--- src/rtl/rtc_timer_prog.sv ---
// Settable time-of-day timer: clk is divided down to us/ms/s/min/hr/day counters
// with aligned one-cycle boundary pulses, run/pause, range-checked load and an hh:mm:ss alarm.
module rtc_timer_prog #(
    parameter int CLOCK_MHZ     = 200,
    parameter int HOURS_PER_DAY = 24,
    parameter int DAY_W         = 10,
    parameter int MS_PER_SEC    = 1000
) (
    input  logic             clk,
    input  logic             rst,
    input  logic             run,
    input  logic             set_en,
    input  logic [DAY_W-1:0] set_day,
    input  logic [4:0]       set_hour,
    input  logic [5:0]       set_minute,
    input  logic [5:0]       set_second,
    input  logic             alarm_en,
    input  logic [4:0]       alarm_hour,
    input  logic [5:0]       alarm_minute,
    input  logic [5:0]       alarm_second,
    input  logic             alarm_clr,
    output logic [9:0]       usecond_cntr,
    output logic [9:0]       msecond_cntr,
    output logic [5:0]       second_cntr,
    output logic [5:0]       minute_cntr,
    output logic [4:0]       hour_cntr,
    output logic [DAY_W-1:0] day_cntr,
    output logic             usecond_pulse,
    output logic             msecond_pulse,
    output logic             second_pulse,
    output logic             minute_pulse,
    output logic             hour_pulse,
    output logic             day_pulse,
    output logic             set_err,
    output logic             alarm_pulse,
    output logic             alarm_flag
);

    localparam int                TICK_W    = (CLOCK_MHZ > 1) ? $clog2(CLOCK_MHZ) : 1;
    localparam logic [TICK_W-1:0] TICK_LAST = TICK_W'(CLOCK_MHZ - 1);
    localparam logic [9:0]        US_LAST   = 10'd999;
    localparam logic [9:0]        MS_LAST   = 10'(MS_PER_SEC - 1);
    localparam logic [5:0]        SM_LAST   = 6'd59;
    localparam logic [4:0]        HR_LAST   = 5'(HOURS_PER_DAY - 1);
    localparam logic [5:0]        HR_MOD    = 6'(HOURS_PER_DAY);

    logic [TICK_W-1:0] r_tick;
    logic [9:0]        r_us;
    logic [9:0]        r_ms;
    logic [5:0]        r_sec;
    logic [5:0]        r_min;
    logic [4:0]        r_hr;
    logic [DAY_W-1:0]  r_day;
    logic [5:0]        r_pulse;
    logic              r_set_err;
    logic              r_alarm_pulse;
    logic              r_alarm_flag;

    // w_carry[k] is high on the edge that advances counter level k (0 = us .. 5 = day)
    logic [5:0]        w_carry;
    logic [5:0]        w_sec_next;
    logic [5:0]        w_min_next;
    logic [4:0]        w_hr_next;
    logic              w_alarm_hit;
    logic              w_hr_bad;
    logic              w_min_bad;
    logic              w_sec_bad;

    always_comb begin
        w_carry[0] = run && (r_tick == TICK_LAST);
        w_carry[1] = w_carry[0] && (r_us  == US_LAST);
        w_carry[2] = w_carry[1] && (r_ms  == MS_LAST);
        w_carry[3] = w_carry[2] && (r_sec == SM_LAST);
        w_carry[4] = w_carry[3] && (r_min == SM_LAST);
        w_carry[5] = w_carry[4] && (r_hr  == HR_LAST);
    end

    // Alarm compares against the time that becomes visible after this edge,
    // so the pulse lands in the same cycle as second_pulse.
    always_comb begin
        w_sec_next = w_carry[3] ? 6'd0 : (r_sec + 6'd1);
        w_min_next = r_min;
        if (w_carry[3]) begin
            w_min_next = w_carry[4] ? 6'd0 : (r_min + 6'd1);
        end
        w_hr_next = r_hr;
        if (w_carry[4]) begin
            w_hr_next = w_carry[5] ? 5'd0 : (r_hr + 5'd1);
        end
        w_alarm_hit = alarm_en && w_carry[2] && !set_en &&
                      (w_sec_next == alarm_second) &&
                      (w_min_next == alarm_minute) &&
                      (w_hr_next  == alarm_hour);
    end

    always_comb begin
        w_hr_bad  = {1'b0, set_hour} >= HR_MOD;
        w_min_bad = set_minute >= 6'd60;
        w_sec_bad = set_second >= 6'd60;
    end

    always_ff @(posedge clk or posedge rst) begin
        if (rst) begin
            r_tick        <= '0;
            r_us          <= '0;
            r_ms          <= '0;
            r_sec         <= '0;
            r_min         <= '0;
            r_hr          <= '0;
            r_day         <= '0;
            r_pulse       <= '0;
            r_set_err     <= 1'b0;
            r_alarm_pulse <= 1'b0;
        end else if (set_en) begin
            r_tick        <= '0;
            r_us          <= '0;
            r_ms          <= '0;
            r_sec         <= w_sec_bad ? 6'd0 : set_second;
            r_min         <= w_min_bad ? 6'd0 : set_minute;
            r_hr          <= w_hr_bad  ? 5'd0 : set_hour;
            r_day         <= set_day;
            r_pulse       <= '0;
            r_set_err     <= w_hr_bad || w_min_bad || w_sec_bad;
            r_alarm_pulse <= 1'b0;
        end else begin
            r_pulse       <= w_carry;
            r_set_err     <= 1'b0;
            r_alarm_pulse <= w_alarm_hit;
            if (run) begin
                r_tick <= w_carry[0] ? '0 : (r_tick + TICK_W'(1));
            end
            if (w_carry[0]) begin
                r_us <= w_carry[1] ? 10'd0 : (r_us + 10'd1);
            end
            if (w_carry[1]) begin
                r_ms <= w_carry[2] ? 10'd0 : (r_ms + 10'd1);
            end
            if (w_carry[2]) begin
                r_sec <= w_sec_next;
            end
            if (w_carry[3]) begin
                r_min <= w_min_next;
            end
            if (w_carry[4]) begin
                r_hr <= w_hr_next;
            end
            if (w_carry[5]) begin
                r_day <= r_day + DAY_W'(1);
            end
        end
    end

    // A hit on the same edge as alarm_clr leaves the flag set.
    always_ff @(posedge clk or posedge rst) begin
        if (rst) begin
            r_alarm_flag <= 1'b0;
        end else if (w_alarm_hit) begin
            r_alarm_flag <= 1'b1;
        end else if (alarm_clr) begin
            r_alarm_flag <= 1'b0;
        end
    end

    assign usecond_cntr  = r_us;
    assign msecond_cntr  = r_ms;
    assign second_cntr   = r_sec;
    assign minute_cntr   = r_min;
    assign hour_cntr     = r_hr;
    assign day_cntr      = r_day;
    assign usecond_pulse = r_pulse[0];
    assign msecond_pulse = r_pulse[1];
    assign second_pulse  = r_pulse[2];
    assign minute_pulse  = r_pulse[3];
    assign hour_pulse    = r_pulse[4];
    assign day_pulse     = r_pulse[5];
    assign set_err       = r_set_err;
    assign alarm_pulse   = r_alarm_pulse;
    assign alarm_flag    = r_alarm_flag;

endmodule
--- config.mk ---
export PLATFORM = sky130hd
export DESIGN_NAME = rtc_timer_prog
export DESIGN_NICKNAME = d
export VERILOG_FILES = /design/src/rtl/rtc_timer_prog.sv
export SDC_FILE = /design/constraint.sdc
export NUM_CORES = 1
export LEC_CHECK = 0
export CAP_MARGIN = 20
export CORE_MARGIN = 3
export CORE_UTILIZATION = 41
export CTS_CLUSTER_DIAMETER = 40
export DETAILED_ROUTE_END_ITERATION = 16
export PLACE_DENSITY_LB_ADDON = 0.05
export SLEW_MARGIN = 20
export SYNTH_ARGS = -nofsm -noshare
export SYNTH_HDL_FRONTEND = slang
export SYNTH_SLANG_ARGS = --single-unit
--- constraint.sdc ---
create_clock -name clk -period 2.8 [get_ports clk]
set_input_delay 0.56 -clock clk [delete_from_list [all_inputs] [get_ports clk]]
set_output_delay 0.56 -clock clk [all_outputs]
set_load 0.03 [all_outputs]
==> metrics, run 1 <==
leakage power figure 2.39 nW; count of final hold-check violations 0; antenna cells 0; count of input and output buffers between 100 and 150; number of enable-type register cells in the synthesized netlist 0; DRT Wirelength about 13,000 um; area delta synth->final 39.6%; initial core utilization 0.425; post-route ant nets 0; proportion of netlist area held by the largest area contributor 0.384; Final setup violation count 0; setup_tns 0 ps; net count reported at finish 678; die footprint between 0.01 and 0.015 sq mm; Bufs on Longest Clock Path 2; kind of start point of the critical path flip-flop; clock-pin slew of the registers on the worst-case setup and hold paths approximately 80 ps; global route total overflow 0; portion of the post-synthesis area used by sequential elements 0.384; number of remaining DRC errors 0; pre-CTS worst setup slack -109 ps; routed via count divided by cell count ~5.5; placer congestion estimate approximately 0.9; cell at the root of the clock tree sky130_fd_sc_hd__clkbuf_8; number of H-tree levels 3; clk_lat worst skew roughly 340 ps; final worst clock skew ~8 ps; startpoint-to-endpoint class of the critical path reg2reg; first-pass GRT wire length between 20,000 and 25,000 um; Slew @ Worst Pin ~580 ps; total power after layout between 2 and 2.5 mW; multi-input logic area ~0.0024 sq mm; placed instance count around 740; Synth Register Bits 64; Critical Path Slowest Stage Cell sky130_fd_sc_hd__or4_4; via count of the first global-routing pass about 4,100; kind of capture point of the worst setup path flip-flop; CP required 3070 ps; io pins about 110; number of detailed-route iterations in the first pass 5; path type of the worst min-delay path reg2reg; Max Freq slightly below 400 MHz; leading cell types by count after synthesis sky130_fd_sc_hd__dfrtp_1, sky130_fd_sc_hd__nand2_1, sky130_fd_sc_hd__nor2_1; Fill cells 938; max_slew headroom 0.609; maxcap violations 0; power density relative to cell area between 400 and 500 mW/mm^2; drt initial violations about 170; arrival time at the worst endpoint ~2800 ps; top cells by area in the synthesized netlist sky130_fd_sc_hd__dfrtp_1, sky130_fd_sc_hd__nand2_1, sky130_fd_sc_hd__nand3_1; area of all sequential standard cells 0.00161 sq mm; Cell Area, Synth approximately 0.0042 sq mm; Die H 107 um; final worst path period need 2550 ps; number of distinct standard cells referenced by the synthesized netlist a little under 70; run status completed; most frequent cell after synthesis sky130_fd_sc_hd__dfrtp_1; IR drop worst, VDD around 0.00028 V; final cycle utilization of the critical path 0.909; utilization of the core after routing 0.593; longest individual stage delay on the worst path about 490 ps; horizontal extent of the die between 100 and 150 um; Non-Filler Instances about 760; post-synth top area cell sky130_fd_sc_hd__dfrtp_1; setup slack on the worst flop-to-flop path between 200 and 300 ps; worst-path cell chain ha_2, and4bb_1, nand4_1, nor2_2, nand3_1, a21boi_1, xnor2_1, or4_4, o22ai_2; crit path setup slack, layout 254 ps; total number of vias around 4,200; fraction of layout instances using a drive strength above 1 0.142; routed wirelength normalized by instance count approximately 17 um; number of synthesis warnings 0; top_reg_cell synth sky130_fd_sc_hd__dfrtp_1; GRT Total Usage 0.226; number of antenna violations at the first check in global routing 0; number of clock sinks 64; critical-path maximum fanout 5; Syn Nets roughly 540; CTS tree yes; Post-Syn Instances just under 500; average instance area after synthesis 8.60 sq um; core footprint roughly 0.01 sq mm; final-report max-slew violation count 0; number of clock buffers inserted by TritonCTS 9; async set-or-reset flop fraction in the synthesized netlist 1.00; half-perimeter wire length after placement 9750 um; FP Rows 36; largest net degree at the start of global routing 39
flip-flops by register name (all words and copies together) (netlist names):
| register | count |
|---|---|
| alarm_flag | 1 |
| day_cntr | 10 |
| set_err | 1 |
| usecond_cntr | 10 |
| minute_cntr | 6 |
| alarm_pulse | 1 |
| hour_cntr | 5 |
| msecond_cntr | 10 |
| r_pulse | 6 |
| r_tick | 8 |
| second_cntr | 6 |
critical path: cells and delay by family (launching register included):
kind / cells / cell delay [ps]
fa+ha+maj: 1 / 270
xor+xnor: 1 / 80
flops: 1 / 440
compound gates: 2 / 330
simple gates: 5 / 1350
routing by layer:
layer	up-vias	share of wire	track usage
li1	2038	-	-
met1	1998	0.44	0.304
met2	134	0.49	0.373
met3	21	0.061	0.0464
met4	0	0.015	0.0557
met5	-	0	0
placed cells by master, fill, tap and decap left out, types with 4 or more instances in the layout:
cell and count:
sky130_fd_sc_hd__nor2b_1 5, sky130_fd_sc_hd__nor2_2 4, sky130_fd_sc_hd__a221o_1 6, sky130_fd_sc_hd__o31ai_1 5, sky130_fd_sc_hd__and3_1 18, sky130_fd_sc_hd__or3_1 5, sky130_fd_sc_hd__a21oi_1 24, sky130_fd_sc_hd__ha_1 5
sky130_fd_sc_hd__nand3_1 33, sky130_fd_sc_hd__buf_4 41, sky130_fd_sc_hd__clkdlybuf4s50_1 104, sky130_fd_sc_hd__and2_1 7, sky130_fd_sc_hd__nor3_1 7, sky130_fd_sc_hd__a31oi_1 6, sky130_fd_sc_hd__nand2_1 55, sky130_fd_sc_hd__inv_1 13
sky130_fd_sc_hd__clkbuf_8 9, sky130_fd_sc_hd__dfrtp_1 61, sky130_fd_sc_hd__xor2_1 15, sky130_fd_sc_hd__xnor2_1 14, sky130_fd_sc_hd__nor2_1 42, sky130_fd_sc_hd__nand4_1 13, sky130_fd_sc_hd__mux2i_1 5, sky130_fd_sc_hd__o21ai_0 32
sky130_fd_sc_hd__o21ai_1 14
cells by family after synthesis:
logic type | Yosys count | synth area share
AOI/OAI and AO/OA | 117 | 0.178
xor gates and xnor gates | 29 | 0.0609
adders and majority gates | 7 | 0.0210
buffers and inverters | 36 | 0.0420
DFF | 64 | 0.384
muxes | 6 | 0.0147
and+or+nand+nor | 226 | 0.300
report_power, final:
| group | switching [mW] | total, mW | internal [mW] | leakage [nW] |
|---|---|---|---|---|
| Combinational | 0.281 | 0.526 | 0.245 | 1.44 |
| Sequential | 0.0500 | 1.01 | 0.962 | 0.844 |
| Clock | 0.415 | 0.835 | 0.421 | 0.101 |
| Total | 0.745 | 2.37 | 1.63 | 2.39 |
final cells by class:
| type | count | share of cell area |
|---|---|---|
| Clock buffer | 9 | 0.0213 |
| Clock inverter | 7 | 0.0133 |
| Inverter | 14 | 0.00903 |
| Multi-Input combinational cell | 385 | 0.416 |
| Sequential cell | 64 | 0.276 |
| Tap cell | 133 | 0.0286 |
| Timing Repair Buffer | 147 | 0.236 |
per-stage QoR:
stage | cell area, sq um | hold slack (ps)
floorplan | 4180 | 473
global placement | 5560 | 509
detailed placement | 5560 | 498
CTS | 5760 | 517
global route | 5820 | 530
finish | 5820 | 530
path summary, 6_finish.rpt:
| check | from | end | cells past startpoint |
|---|---|---|---|
| min in group asynchronous | rst | r_pulse[2] | 2 |
| max reg2reg | r_tick[0] | alarm_flag | 9 |
| max | r_tick[0] | alarm_flag | 9 |
| min reg2reg | r_tick[7] | r_tick[7] | 1 |
| max in group asynchronous | rst | second_cntr[1] | 3 |
| min | r_tick[7] | r_tick[7] | 1 |
what timing repair did:
action                     4_1_cts  5_1_grt
setup buffers                    0        5
hold buffers                     0        0
setup endpoints to repair        0        2
resized for setup                0        6
(Power assumes the default switching activity.)
==> inputs of run 2 (changes only) <==
Settings changed: CORE_MARGIN 3 to 5.
==> run 2 against run 1 <==
Effect of this change:
- count of clock-buffer cells in the layout up 1
- largest power group unchanged
- flip-flop and latch count unchanged
- routed wire length down 0.98%
- cell count down 0.53%
- clock power up 21%
- combinational power down 1%
- clock skew up 1.4 ps
==> metrics, run 2 (synthesis results as in run 1) <==
Critical Path Slowest Stage Cell sky130_fd_sc_hd__or4_4; power density relative to cell area 438 mW/mm^2 (+7.3%); unrepaired setup endpoints after global routing no; arrival time at the worst endpoint 2920 ps (+100 ps); core footprint 0.00986 sq mm (+0.46%); path type of the worst min-delay path reg2reg; Die H 111 um (+3.7%); crit path buf inv count 0 (unchanged); routed via count divided by cell count 5.55 (+0.55%); number of remaining DRC errors 0 (unchanged); Final setup violation count 0 (unchanged); multi-input logic area 0.00240 sq mm (-0.77%); first-pass GRT wire length 21,300 um (+3.0%); net count reported at finish 674 (-0.59%); Top Family by Delay on Critical Path simple AND/OR/NAND/NOR gates; GRT Total Usage 0.208 (-0.0179); total power after layout 2.55 mW (+7.4%); routed wirelength normalized by instance count 16.8 um (-0.45%); initial core utilization 0.423 (-0.00194); number of H-tree levels 3 (unchanged); final cycle utilization of the critical path 0.947 (+0.0377); fraction of layout instances using a drive strength above 1 0.132 (-0.0103); FP Rows 36 (unchanged); number of clock sinks 64 (unchanged); longest individual stage delay on the worst path 570 ps (+80 ps); half-perimeter wire length after placement 9450 um (-3.1%); CP required 3070 ps (about the same); cell at the root of the clock tree sky130_fd_sc_hd__clkbuf_8; placed instance count 739 (+0.14%); final worst path period need 2650 ps (+106 ps); final worst clock skew 9.42 ps (+1.39 ps); placement-stage cell area 0.00557 sq mm (+0.14%); number of antenna violations at the first check in global routing 0 (unchanged); startpoint-to-endpoint class of the critical path reg2reg; leakage power figure 2.40 nW (+0.30%); clk_lat worst skew 350 ps (about the same); kind of capture point of the worst setup path flip-flop; IR drop worst, VDD 0.000248 V (-12%); Fill cells 910 (-3.0%); total number of vias 4,192 (+0.024%); number of clock buffers inserted by TritonCTS 9 (unchanged); number of detailed-route iterations in the first pass 5 (unchanged); Bufs on Longest Clock Path 2 (unchanged); count of input and output buffers 105 (unchanged); utilization of the core after routing 0.590 (-0.00245); cell repeated most along the worst path sky130_fd_sc_hd__or4_4; run status completed; CTS tree yes; antenna cells 0 (unchanged); post-route ant nets 0 (unchanged); critical-path maximum fanout 6 (+1); maxcap violations 0 (unchanged); io pins 106 (unchanged); max_slew headroom 0.639 (+0.0305); pre-CTS worst setup slack -106 ps (+2.16 ps); Max Freq 377 MHz (-4.0%); horizontal extent of the die 111 um (+3.7%); most used cells in the layout excluding fill and tap cells sky130_fd_sc_hd__clkdlybuf4s50_1, sky130_fd_sc_hd__dfrtp_1, sky130_fd_sc_hd__nand2_1; Non-Filler Instances 755 (-0.53%); worst-path cell chain ha_1, nand2_2, or4_4, a221oi_2, and3_1, nand4b_1, or4_4, o22ai_2; final-report max-slew violation count 0 (unchanged); clock-pin slew of the registers on the worst-case setup and hold paths 80 ps (about the same); placer congestion estimate 0.943 (+2.9%); crit path setup slack, layout 148 ps (-106 ps); most common cell after layout, fill and taps aside sky130_fd_sc_hd__clkdlybuf4s50_1; Slew @ Worst Pin 539 ps (-45.7 ps); hold bufs inserted after CTS 0 (unchanged); area delta synth->final 39.6% (about the same); largest net degree at the start of global routing 65 (+67%); via count of the first global-routing pass 4,316 (+5.4%); global route total overflow 0 (unchanged); setup_tns 0 ps (unchanged); drt initial violations 178 (+5.3%); die footprint 0.0123 sq mm (+7.6%); kind of start point of the critical path flip-flop; Post-Route Hold Slack 537 ps (+7.21 ps); count of final hold-check violations 0 (unchanged); DRT Wirelength 12,700 um (-0.98%); area of all sequential standard cells 0.00161 sq mm (unchanged); total non-filler cell area in the finished layout 0.00582 sq mm (about the same)
==> run 2: cell types whose count changed in the layout (fill, tap and decap cells not counted) <==
cell                        change
sky130_fd_sc_hd__nor3b_4        -1
sky130_fd_sc_hd__ha_2           -1
sky130_fd_sc_hd__nand3_1        +1
sky130_fd_sc_hd__ha_1           +1
sky130_fd_sc_hd__buf_4          -4
sky130_fd_sc_hd__clkinv_2       -1
sky130_fd_sc_hd__and3_1         +1
sky130_fd_sc_hd__nor3b_2        +1
sky130_fd_sc_hd__clkbuf_8       +1
sky130_fd_sc_hd__bufinv_16      +2
sky130_fd_sc_hd__and3_4         -1
sky130_fd_sc_hd__inv_6          -2
sky130_fd_sc_hd__nand3_2        -1
==> run 2: final cells by class <==
type | count | area share
clock inverter | 6 | 0.0198
multi-input combinational | 385 | 0.413
tap | 133 | 0.0286
clock buffer | 10 | 0.0236
sequential | 64 | 0.276
inverter | 14 | 0.00902
timing repair buffer | 143 | 0.231
==> run 2: path summary, 6_finish.rpt <==
kind,slack (ps),startpoint,depth (start not counted),endpoint
hold / removal,540,r_tick[7],1,r_tick[7]
max in group asynchronous,1900,rst,3,second_cntr[1]
setup / recovery,150,second_cntr[1],8,alarm_flag
setup reg to reg,150,second_cntr[1],8,alarm_flag
hold reg to reg,540,r_tick[7],1,r_tick[7]
min in group asynchronous,600,rst,3,r_tick[3]
==> run 2: where the power goes <==
part           internal (mW)  switching [mW]
clock                  0.620           0.392
combinational          0.244           0.278
sequential             0.963          0.0525
==> run 2: metal layers <==
metal,part of all wire,routed length (um),GRT usage
met1,0.46,5880,0.281
met2,0.47,6000,0.337
met3,0.046,582,0.0371
met4,0.017,216,0.0690
met5,0,0,0
==> run 2: what timing repair did <==
| item | in CTS | in global routing |
|---|---|---|
| buffers inserted | 0 | 0 |
| gates resized for setup | 0 | 1 |
| setup endpoints to repair | 0 | 3 |
